### config.mk
export PLATFORM = sky130hd
export DESIGN_NAME = dmem_mmio_responder
export DESIGN_NICKNAME = d
export VERILOG_FILES = /design/src/rtl/dmem_mmio_responder.sv
export SDC_FILE = /design/constraint.sdc
export NUM_CORES = 1
export LEC_CHECK = 0
export CORE_UTILIZATION = 40
export DETAILED_ROUTE_END_ITERATION = 7
export PLACE_DENSITY = 0.72
export SYNTH_ARGS = -nofsm -noshare
export SYNTH_HDL_FRONTEND = slang
export SYNTH_SLANG_ARGS = --single-unit
### constraint.sdc
create_clock -name clock -period 6.2 [get_ports clock]
set_clock_uncertainty 0.05 [all_clocks]
set_input_delay 1.86 -clock clock [delete_from_list [all_inputs] [get_ports clock]]
set_output_delay 1.86 -clock clock [all_outputs]
set_load 0.01 [all_outputs]
### src/rtl/dmem_mmio_responder.sv
// dmem_mmio_responder
//   Memory-mapped peripheral block sitting on the processor data-memory bus.
//   It decodes word addresses 0xF00..0xFFF and provides an LED register, a
//   free-running timer with compare/interrupt, and an 8-deep transmit FIFO.
//
// Ports
//   clock     in   1   master clock, rising-edge active
//   reset     in   1   asynchronous active-high reset
//   address   in  12   processor dmem word address
//   data      in  32   processor write data
//   wren      in   1   processor write enable
//   q         out 32   registered read data (one-cycle latency)
//   led       out 16   LED register contents
//   tx_data   out  8   head entry of the transmit FIFO
//   tx_valid  out  1   transmit FIFO non-empty
//   tx_ready  in   1   consumer accepts tx_data this cycle
//   irq       out  1   timer interrupt request (match & irq_en)
//
// Register map (address[7:0] within the 0xF page)
//   0x00 LED    RW  bits[15:0]
//   0x01 TIMER  RW
//   0x02 CMP    RW
//   0x03 CTRL   RW  bit0 timer_en, bit1 irq_en
//   0x04 STATUS     bit0 match (W1C), bit1 full, bit2 empty,
//                   bit3 overflow (W1C), bits[7:4] FIFO count
//   0x05 TXDATA WO  write pushes data[7:0]; reads 0
//
// Transmit handshake: an entry leaves the FIFO on any rising edge where
// tx_valid and tx_ready are both high; tx_valid never depends on tx_ready,
// and tx_data holds steady while tx_valid is high and tx_ready is low.
module dmem_mmio_responder (
  input  logic        clock,
  input  logic        reset,
  input  logic [11:0] address,
  input  logic [31:0] data,
  input  logic        wren,
  output logic [31:0] q,
  output logic [15:0] led,
  output logic [7:0]  tx_data,
  output logic        tx_valid,
  input  logic        tx_ready,
  output logic        irq
);

  localparam logic [7:0] REG_LED    = 8'h00;
  localparam logic [7:0] REG_TIMER  = 8'h01;
  localparam logic [7:0] REG_CMP    = 8'h02;
  localparam logic [7:0] REG_CTRL   = 8'h03;
  localparam logic [7:0] REG_STATUS = 8'h04;
  localparam logic [7:0] REG_TXDATA = 8'h05;

  logic [15:0] led_r;
  logic [31:0] timer_r;
  logic [31:0] cmp_r;
  logic [1:0]  ctrl_r;
  logic        match_r;
  logic        overflow_r;

  logic [7:0]  fifo_mem [8];
  logic [2:0]  wr_ptr;
  logic [2:0]  rd_ptr;
  logic [3:0]  count;

  logic        sel;
  logic [7:0]  offset;
  logic        wr_sel;
  logic        timer_en;
  logic        irq_en;
  logic        full;
  logic        empty;
  logic        push;
  logic        pop;
  logic        accept;
  logic        match_set;
  logic [31:0] status_word;
  logic [31:0] read_mux;

  assign sel      = (address[11:8] == 4'hF);
  assign offset   = address[7:0];
  assign wr_sel   = wren & sel;
  assign timer_en = ctrl_r[0];
  assign irq_en   = ctrl_r[1];

  assign full     = (count == 4'd8);
  assign empty    = (count == 4'd0);
  assign tx_valid = ~empty;
  assign tx_data  = fifo_mem[rd_ptr];
  assign pop      = tx_valid & tx_ready;
  assign push     = wr_sel & (offset == REG_TXDATA);
  // When full, a same-cycle pop frees the head slot, which is exactly the
  // slot wr_ptr points at, so the push can land there.
  assign accept   = push & (~full | pop);

  assign match_set = timer_en & (timer_r == cmp_r);

  assign led = led_r;
  assign irq = match_r & irq_en;

  assign status_word = {24'd0, count, overflow_r, empty, full, match_r};

  // Read mux sees pre-write values, so a same-cycle read+write returns the
  // old contents.
  always_comb begin
    read_mux = 32'd0;
    if (sel) begin
      case (offset)
        REG_LED:    read_mux = {16'd0, led_r};
        REG_TIMER:  read_mux = timer_r;
        REG_CMP:    read_mux = cmp_r;
        REG_CTRL:   read_mux = {30'd0, ctrl_r};
        REG_STATUS: read_mux = status_word;
        default:    read_mux = 32'd0;
      endcase
    end
  end

  always_ff @(posedge clock or posedge reset) begin
    if (reset) begin
      q          <= 32'd0;
      led_r      <= 16'd0;
      timer_r    <= 32'd0;
      cmp_r      <= 32'd0;
      ctrl_r     <= 2'd0;
      match_r    <= 1'b0;
      overflow_r <= 1'b0;
    end else begin
      q <= read_mux;

      if (wr_sel && offset == REG_LED) led_r <= data[15:0];
      if (wr_sel && offset == REG_CMP) cmp_r <= data;
      if (wr_sel && offset == REG_CTRL) ctrl_r <= data[1:0];

      // Software write beats the increment.
      if (wr_sel && offset == REG_TIMER) timer_r <= data;
      else if (timer_en)                 timer_r <= timer_r + 32'd1;

      // W1C flags: a hardware set in the same cycle wins over the clear.
      if (match_set)
        match_r <= 1'b1;
      else if (wr_sel && offset == REG_STATUS && data[0])
        match_r <= 1'b0;

      if (push && !accept)
        overflow_r <= 1'b1;
      else if (wr_sel && offset == REG_STATUS && data[3])
        overflow_r <= 1'b0;
    end
  end

  always_ff @(posedge clock or posedge reset) begin
    if (reset) begin
      wr_ptr <= 3'd0;
      rd_ptr <= 3'd0;
      count  <= 4'd0;
    end else begin
      if (accept) wr_ptr <= wr_ptr + 3'd1;
      if (pop)    rd_ptr <= rd_ptr + 3'd1;
      if (accept && !pop)      count <= count + 4'd1;
      else if (pop && !accept) count <= count - 4'd1;
    end
  end

  // Storage needs no reset: pointers and count define what is valid.
  always_ff @(posedge clock) begin
    if (accept) fifo_mem[wr_ptr] <= data[7:0];
  end

endmodule
==> results of run 1 <==
==> layout by cell type, fill, tap and decap left out, drive strengths merged, types with 2 or more instances in the layout <==
master,n
dfrtp,126
nor3b,6
a32oi,2
o21ai,40
clkinvlp,7
ha,6
edfxtp,64
buf,13
a21o,2
nand3,15
nand4,12
and3,5
xor2,21
clkinv,6
nand3b,2
mux4,18
nand2,55
mux2,61
inv,8
nor3,15
mux2i,15
a21oi,9
and4,5
xnor2,48
clkdlybuf4s50,105
a22oi,22
nor2,50
nor4,12
and2,5
clkbuf,18
==> layout make-up <==
class / count / area share, %
clock buffers: 18 / 4.06
clock inverters: 14 / 1.16
inverters: 8 / 0.308
multi-input cells: 438 / 32.2
flip-flops and latches: 190 / 48.0
well taps: 275 / 3.25
repair buffers: 118 / 11.0
==> through the flow <==
stage,area [um2],setup WS (ns),instances,util [%]
global placement,10000,1.37,1029,47.2
global route,10600,1.22,1061,49.8
detailed placement,10000,1.29,1029,47.2
floorplan,8740,0.934,678,-
CTS,10600,1.31,1061,49.8
finish,10600,1.39,1061,49.8
==> cell families after synthesis <==
logic type | synth area share, %
AND/OR/NAND/NOR | 11.3
multiplexers | 14.2
flip-flops | 58.1
XOR/XNOR | 6.92
adder cells (fa/ha/maj) | 1.09
buffers and inverters | 2.88
AO/OA/AOI/OAI | 5.47
==> worst paths after layout <==
path / start / end / slack (ns)
worst min-delay path: overflow_r$_DFFE_PP0P_ / overflow_r$_DFFE_PP0P_ / 0.44
min in group asynchronous: reset / q[9]$_DFF_PP0_ / 1.67
max in group asynchronous: reset / q[6]$_DFF_PP0_ / 3.58
worst max register to register: count[0]$_DFFE_PP0P_ / count[3]$_DFFE_PP0P_ / 3.47
worst max-delay path: rd_ptr[0]$_DFFE_PP0P_ / tx_data[1] / 1.39
worst min register to register: overflow_r$_DFFE_PP0P_ / overflow_r$_DFFE_PP0P_ / 0.44
==> worst max-delay path, cell delays in order (launching register included) <==
cell and delay (ns):
dfrtp_1 1.08, mux4_2 0.63, mux2_2 0.28, clkdlybuf4s50_1 0.48
==> metal layers <==
metal / routed length [um] / GRT usage [%]
met5: 0 / 0
met4: 225 / 4.85
met3: 876 / 3.69
met2: 10100 / 31.6
met1: 8770 / 24.3
==> Yosys cell counts, types with 16 or more instances <==
library cell / instances / area share [%]
edfxtp_1: 64 / 22
xnor2_1: 48 / 4.8
dfrtp_1: 126 / 36
nor2_1: 50 / 2.1
o21ai_0: 34 / 1.9
mux2_2: 58 / 7.5
buf_2: 16 / 0.92
nand2_1: 54 / 2.3
xor2_1: 21 / 2.1
a22oi_1: 22 / 1.9
mux4_2: 18 / 4.6
==> flip-flops by register name (all words and copies together) (netlist names) <==
signal,count
led,16
q,32
count,4
wr_ptr,3
timer_r,32
rd_ptr,3
overflow_r,1
fifo_mem,64
match_r,1
cmp_r,32
ctrl_r,2
==> power by group through the flow <==
stage | Clock (W) | Combinational [W] | Sequential (W)
floorplan | 0 | 0.000459 | 0.00141
global placement | 0 | 0.000571 | 0.00150
detailed placement | 0 | 0.000585 | 0.00150
CTS | 0.00104 | 0.000598 | 0.00148
global route | 0.00109 | 0.000644 | 0.00149
finish | 0.00102 | 0.000591 | 0.00148
==> qor.csv, run 1 <==
metric,value,unit
critical path start-end classification,reg2out,
Post-CTS Setup Bufs,0,
TritonCTS Buffers,17,
grt total ovfl,0,
CTS tree,yes,
Peak VDD IR,212,uV
switching share of power,27.6,%
CP Capture Type,output pin,
worst slew pin tran,1.21,ns
gr usage total,18.6,%
WHS,0.440,ns
Clk pwr share,33.1,%
Final Hold Fails,0,
DIE AREA,22400,um2
FILL cells,1887,
footprint of the multi-input gates,3410,um2
Fmax achieved,208,MHz
area delta synth->final,21.0,%
post-synthesis cell count,678,
vias per cell,5.31,
FF/Latch Area,5070,um2
top_reg_cell synth,dfrtp_1,
sequential area share after synthesis,58.1,%
Final Setup Violations,0,
post-CTS sizing,0,
cell area after synthesis,8740,um2
H-tree depth,4,
Hold Path Cell Cnt,1,
CP Launch Type,register,
internal power,0.00224,W
DRT Wirelength,19.9,mm
"Warnings, synthesis",0,
die width,150,um
syn avg cell area,12.9,um2
die height,150,um
syn nets,733,
P_sw,0.000853,W
Worst Reg-to-Reg Cells,11,
Max Cap Viol,0,
Final period util,77.6,%
drt drc,0,
post-detail-place hpwl,13.4,mm
Hold WC Path Type,reg2reg,
Final Power,0.00309,W
Nets,828,
first-pass GRT wire length,31.7,mm
Max Root-Sink Buffers,2,
sequential power share,47.8,%
Detail Route Antenna Nets,0,
status,finished clean,
Final min period,4.81,ns
pin count of the biggest net entering global routing,112,
drt pass-1 iters,5,
final RePlAce weighted congestion,0.795,
# IOs,106,
Slew Limit Headroom,18.6,%
PD cells,292,nW/um2
initial core utilization,41.2,%
Logic pwr share,19.1,%
leakage power,4.04,nW
worst endpoint required time,4.29,ns
setup TNS,0,ns
Slew Limit Fails,0,
fraction of layout cells with a size suffix above 1,17.3,%
DRT iter0 DRCs,337,
CTS Sinks,190,
CP max FO,18,
IO buf count,105,
Post-synth EDFFs,64,
Critical Path AT,2.90,ns
root buffer cell,clkbuf_16,
via count,5638,
asr flop ratio synth,66.3,%
number of synthesized register bits,190,
"Clk Latency, worst-skew pair",0.43,ns
RSZ-0062 raised after global routing,no,
routed length per instance,18.8,um
vias in the first global route,5740,
Core Region,21200,um2
Antenna Cells,0,
clock-pin slew on the worst setup and hold paths,0.07,ns
count of different cell masters after synthesis,52,
initial antenna violation count,0,
hold_buf cts,0,
row cnt,53,
Power figures use the tool's default switching activity.
==> run 2: changes to the inputs <==
clock period = 5 ns   (was 6.2 ns; I/O delays follow)
==> run 2 against run 1 <==
Compared with the run above:
- sequential power is 22% higher
- combinational power is 29% higher
- worst hold slack better by 0.032 ns
- highest routed layer unchanged
- largest power group unchanged
- utilization is 0.35 points higher
- critical path depth is 1 higher
- first-iteration DRC count is 18% higher
- clock power is 34% higher
- global-route usage is 0.065 points lower
==> qor.csv, run 2 (synthesis results as in run 1) <==
metric,value,unit,change
CP Capture Type,output pin,,
Post-CTS Setup Bufs,0,,unchanged
routed length per instance,18.2,um,-2.9%
Largest register FFs,64,,unchanged
Final period util,81.0,%,
vias in the first global route,5663,,-1.3%
"Clk Latency, worst-skew pair",0.44,ns,about the same
die width,150,um,unchanged
Final Util,50.2,%,+0.35 points
CP Launch Type,register,,
status,finished clean,,
# IOs,106,,unchanged
TritonCTS Buffers,17,,unchanged
FF/Latch Area,5070,um2,unchanged
Antenna Cells,0,,unchanged
Slew Limit Headroom,48.9,%,+30 points
setup TNS,0,ns,unchanged
drt drc,0,,unchanged
slowest CP cell,mux4_2,,
P_sw,0.00105,W,+23%
worst endpoint required time,3.45,ns,-0.84 ns
DRT Wirelength,19.4,mm,-2.6%
CTS Sinks,190,,unchanged
post-CTS sizing,0,,unchanged
sequential power share,45.7,%,-2.1 points
clock-pin slew on the worst setup and hold paths,0.07,ns,about the same
Final min period,4.05,ns,
WHS,0.472,ns,+0.0320 ns
switching share of power,26.7,%,-0.85 points
leakage power,4.09,nW,+1.2%
Slew Limit Fails,0,,unchanged
Logic pwr share,19.4,%,+0.3 points
initial antenna violation count,0,,unchanged
Core Region,21200,um2,unchanged
hold_buf cts,0,,unchanged
IO buf count,105,,unchanged
row cnt,53,,unchanged
final RePlAce weighted congestion,0.814,,+2.4%
FILL cells,1861,,-1.4%
Nets,832,,+0.48%
Largest Register,fifo_mem,,
Peak VDD IR,248,uV,+17%
Final Hold Fails,0,,unchanged
Clk pwr share,34.8,%,+1.7 points
gr usage total,18.6,%,-0.065 points
post-detail-place hpwl,13.5,mm,+0.47%
crit path cell chain,buf_4 > mux4_2 > mux2_2 > clkdlybuf4s50_1,,
root buffer cell,clkbuf_16,,
first-pass GRT wire length,31.5,mm,-0.85%
fraction of layout cells with a size suffix above 1,18.0,%,+0.67 points
die height,150,um,unchanged
Detail Route Antenna Nets,0,,unchanged
"commonest non-fill, non-tap cell in the layout",dfrtp_1,,
vias per cell,5.26,,-1.0%
Critical Path AT,2.50,ns,-0.40 ns
H-tree depth,4,,unchanged
worst slew pin tran,0.767,ns,-0.446 ns
RSZ-0062 raised after global routing,no,,
Max Root-Sink Buffers,2,,unchanged
via count,5601,,-0.66%
DIE AREA,22400,um2,unchanged
PD cells,369,nW/um2,+26%
Fmax achieved,247,MHz,
critical path start-end classification,reg2out,,
Max Cap Viol,0,,unchanged
area delta synth->final,21.9,%,
pin count of the biggest net entering global routing,65,,-42%
Worst path max stage delay,0.58,ns,-0.50 ns
DRT iter0 DRCs,398,,+18%
CTS tree,yes,,
Final Setup Violations,0,,unchanged
Hold WC Path Type,reg2reg,,
crit-path leading delay family,multiplexers,,
most frequent cells in the layout,"dfrtp_1 (126), clkdlybuf4s50_1 (105), edfxtp_1 (64), mux2_2 (58), nand2_1 (54)",,
grt total ovfl,0,,unchanged
CP max FO,16,,-2
internal power,0.00288,W,+29%
initial core utilization,41.2,%,unchanged
CP bufs+invs,2,,+1
footprint of the multi-input gates,3410,um2,unchanged
drt pass-1 iters,5,,unchanged
run 2: changes by cell type in the layout (fill, tap and decap cells not counted), sizes merged:
cell / change
buf: +4
inv: +1
clkinvlp: -1
clkinv: -1
bufinv: +2
clkbuf: -1
run 2: area by class of cell:
| type | instances | area share (%) |
|---|---|---|
| clock buffer | 17 | 3.99 |
| clock inverter | 15 | 1.61 |
| inverter | 8 | 0.305 |
| multi-input combinational | 438 | 32.0 |
| sequential | 190 | 47.7 |
| tap | 275 | 3.23 |
| timing repair buffer | 122 | 11.2 |
run 2: path summary, 6_finish.rpt:
| path | depth (start not counted) | end | start | slack (ns) |
|---|---|---|---|---|
| min in group asynchronous | 2 | q[10]$_DFF_PP0_ | reset | 1.42 |
| max in group asynchronous | 3 | q[23]$_DFF_PP0_ | reset | 2.69 |
| max | 4 | tx_data[1] | rd_ptr[0]$_DFFE_PP0P_ | 0.95 |
| min reg2reg | 1 | overflow_r$_DFFE_PP0P_ | overflow_r$_DFFE_PP0P_ | 0.47 |
| min | 1 | overflow_r$_DFFE_PP0P_ | overflow_r$_DFFE_PP0P_ | 0.47 |
| max reg2reg | 11 | count[3]$_DFFE_PP0P_ | count[0]$_DFFE_PP0P_ | 2.27 |
run 2: worst reg2reg max path: cells and delay by family, from the launching register on:
family                     cells  cell delay, ns
buffers and inverters          1            0.12
and+or+nand+nor                4            0.88
DFF                            1            0.46
xor gates and xnor gates       2            0.26
AOI/OAI and AO/OA              2            0.36
adders and majority gates      2            0.47
run 2: through the flow:
| stage | total power (W) | area, um2 | std cells | worst slack, ns |
|---|---|---|---|---|
| 2_1_floorplan | 0.00232 | 8740 | 678 | 0.0941 |
| 3_3_place_gp | 0.00257 | 10100 | 1033 | 0.629 |
| 3_5_place_dp | 0.00259 | 10100 | 1033 | 0.553 |
| 4_1_cts | 0.00396 | 10600 | 1065 | 0.904 |
| 5_1_grt | 0.00411 | 10600 | 1065 | 0.783 |
| 6_report | 0.00393 | 10600 | 1065 | 0.948 |
run 2: routing by layer:
layer | track usage [%] | vias to the layer above | part of all wire [%]
met4 | 7.02 | 0 | 2.4
met5 | 0 | - | 0
met2 | 29.5 | 157 | 48
li1 | - | 2654 | -
met3 | 4.45 | 27 | 5.0
met1 | 24.6 | 2763 | 44
run 2: power by group through the flow:
stage / clock network, W / registers [W] / logic, W
2_1_floorplan: 0 / 0.00175 / 0.000569
3_3_place_gp: 0 / 0.00182 / 0.000752
3_5_place_dp: 0 / 0.00183 / 0.000768
4_1_cts: 0.00139 / 0.00180 / 0.000775
5_1_grt: 0.00146 / 0.00181 / 0.000838
6_report: 0.00137 / 0.00180 / 0.000764
==> run 3: changes to the inputs <==
PLACE_DENSITY = 0.74   (was 0.72)
clock period = 3.6 ns   (was 5 ns; I/O delays follow)
==> run 3 against run 2 <==
Compared with the run above:
- global-route usage increased by 0.28 points
- sequential power increased by 39%
- clock-buffer cell count increased by 5
- critical endpoint is now tx_data[2]
- die area unchanged
- total power increased by 37%
- combinational power increased by 44%
- wire length increased by 1.8%
- critical path type unchanged
- first-iteration DRC count increased by 9.5%
- clock power increased by 31%
- setup slack got worse by 0.78 ns
- design area increased by 0.97%
- largest power group unchanged
==> qor.csv, run 3 (synthesis results as in run 1) <==
metric,value,unit,change
drt drc,0,,unchanged
PD cells,501,nW/um2,+36%
WHS,0.481,ns,+0.00972 ns
pin count of the biggest net entering global routing,127,,+95%
first-pass GRT wire length,32.0,mm,+1.6%
post-detail-place hpwl,13.6,mm,+1.2%
DIE AREA,22400,um2,unchanged
CTS tree,yes,,
CP max FO,15,,-1
RSZ-0062 raised after global routing,no,,
crit-path leading delay family,multiplexers,,
die height,150,um,unchanged
drt pass-1 iters,5,,unchanged
Slew Limit Headroom,53.4,%,+4.5 points
area delta synth->final,23.1,%,
Largest Register,fifo_mem,,
worst slew pin tran,0.699,ns,-0.0679 ns
Final period util,95.3,%,
gr usage total,18.9,%,+0.28 points
footprint of the multi-input gates,3410,um2,unchanged
Max Root-Sink Buffers,2,,unchanged
leakage power,4.15,nW,+1.5%
root buffer cell,clkbuf_16,,
most frequent cells in the layout,"dfrtp_1 (124), clkdlybuf4s50_1 (105), edfxtp_1 (64), mux2_2 (58), nand2_1 (54)",,
Fmax achieved,291,MHz,
routed length per instance,18.3,um,+0.54%
CP bufs+invs,2,,unchanged
DRT Wirelength,19.8,mm,+1.8%
die width,150,um,unchanged
CP Launch Type,register,,
Detail Route Antenna Nets,0,,unchanged
grt total ovfl,0,,unchanged
Worst path max stage delay,0.52,ns,-0.06 ns
Final min period,3.43,ns,
Nets,845,,+1.6%
status,finished clean,,
slowest CP cell,mux4_2,,
DRT iter0 DRCs,436,,+9.5%
H-tree depth,4,,unchanged
Largest register FFs,64,,unchanged
CP Capture Type,output pin,,
Final Hold Fails,0,,unchanged
Critical Path AT,2.30,ns,-0.20 ns
clock-pin slew on the worst setup and hold paths,0.06,ns,about the same
FF/Latch Area,5080,um2,about the same
Hold WC Path Type,reg2reg,,
Core Region,21200,um2,unchanged
fraction of layout cells with a size suffix above 1,18.9,%,+0.95 points
CTS Sinks,190,,unchanged
Antenna Cells,0,,unchanged
initial antenna violation count,0,,unchanged
Max Cap Viol,0,,unchanged
crit path cell chain,buf_12 > mux4_2 > mux2_2 > clkdlybuf4s50_1,,
worst endpoint required time,2.47,ns,-0.98 ns
vias in the first global route,5711,,+0.85%
vias per cell,5.35,,+1.8%
Final Util,50.7,%,+0.49 points
via count,5771,,+3.0%
Final Setup Violations,0,,unchanged
final RePlAce weighted congestion,0.800,,-1.7%
TritonCTS Buffers,17,,unchanged
"Clk Latency, worst-skew pair",0.43,ns,about the same
"commonest non-fill, non-tap cell in the layout",dfrtp_1,,
Peak VDD IR,350,uV,+41%
row cnt,53,,unchanged
# IOs,106,,unchanged
critical path start-end classification,reg2out,,
IO buf count,105,,unchanged
initial core utilization,41.2,%,unchanged
Slew Limit Fails,0,,unchanged
FILL cells,1831,,-1.6%
## run 3: changes by cell type in the layout (fill, tap and decap cells not counted), sizes merged
cell      delta
clkinvlp     -2
bufinv       -2
inv          -1
buf         +13
clkbuf       +5
## run 3: final timing paths
path,slack [ns],endpoint,startpoint,cells past startpoint
min,0.48,match_r$_DFFE_PP0P_,match_r$_DFFE_PP0P_,1
min in group asynchronous,1.13,led[14]$_DFFE_PP0P_,reset,3
max,0.17,tx_data[2],rd_ptr[0]$_DFFE_PP0P_,4
max in group asynchronous,1.79,rd_ptr[0]$_DFFE_PP0P_,reset,3
min reg2reg,0.48,match_r$_DFFE_PP0P_,match_r$_DFFE_PP0P_,1
max reg2reg,0.94,count[3]$_DFFE_PP0P_,count[0]$_DFFE_PP0P_,11
## run 3: timing repair
item,CTS,global route
setup buffers,0,2
hold buffers,0,0
resized for setup,1,1
endpoints found under the setup margin,6,7
## run 3: layout make-up
class / count / share of cell area (%)
Tap cell: 275 / 3.20
Clock buffer: 22 / 4.42
Inverter: 8 / 0.314
Timing Repair Buffer: 135 / 12.3
Clock inverter: 10 / 0.803
Sequential cell: 190 / 47.2
Multi-Input combinational cell: 438 / 31.7
## run 3: worst register-to-register path: cells and delay by family, from the launching register on
kind                       cells  cell delay, ns
and+or+nand+nor                4            0.90
buffers and inverters          1            0.08
AOI/OAI and AO/OA              2            0.34
xor gates and xnor gates       2            0.26
DFF                            1            0.46
adders and majority gates      2            0.46
## run 3: power breakdown
group | internal, W | leakage (nW) | total (W) | switching (W)
Sequential | 0.00232 | 2.16 | 0.00251 | 0.000186
Combinational | 0.000624 | 1.73 | 0.00110 | 0.000472
Clock | 0.00101 | 0.264 | 0.00179 | 0.000781
## run 3: metrics by stage
stage          total power [W]  setup slack [ns]  area [um2]  TNS [ns]  cells
2_1_floorplan          0.00322             0.317        8740         0    678
4_1_cts                0.00542            0.0281       10700         0   1076
6_report               0.00539             0.168       10800         0   1078
3_3_place_gp           0.00361            0.0304       10200         0   1044
3_5_place_dp           0.00363           -0.0164       10200   -0.0164   1044
5_1_grt                0.00565            0.0556       10800         0   1078
## run 3: layer usage
metal  share of wire (%)  track usage (%)  up-vias
li1                    -                -     2668
met1                  45             26.2     2930
met2                  50             30.4      160
met3                 4.4             3.75       13
met4                0.92             4.29        0
met5                   0                0        -
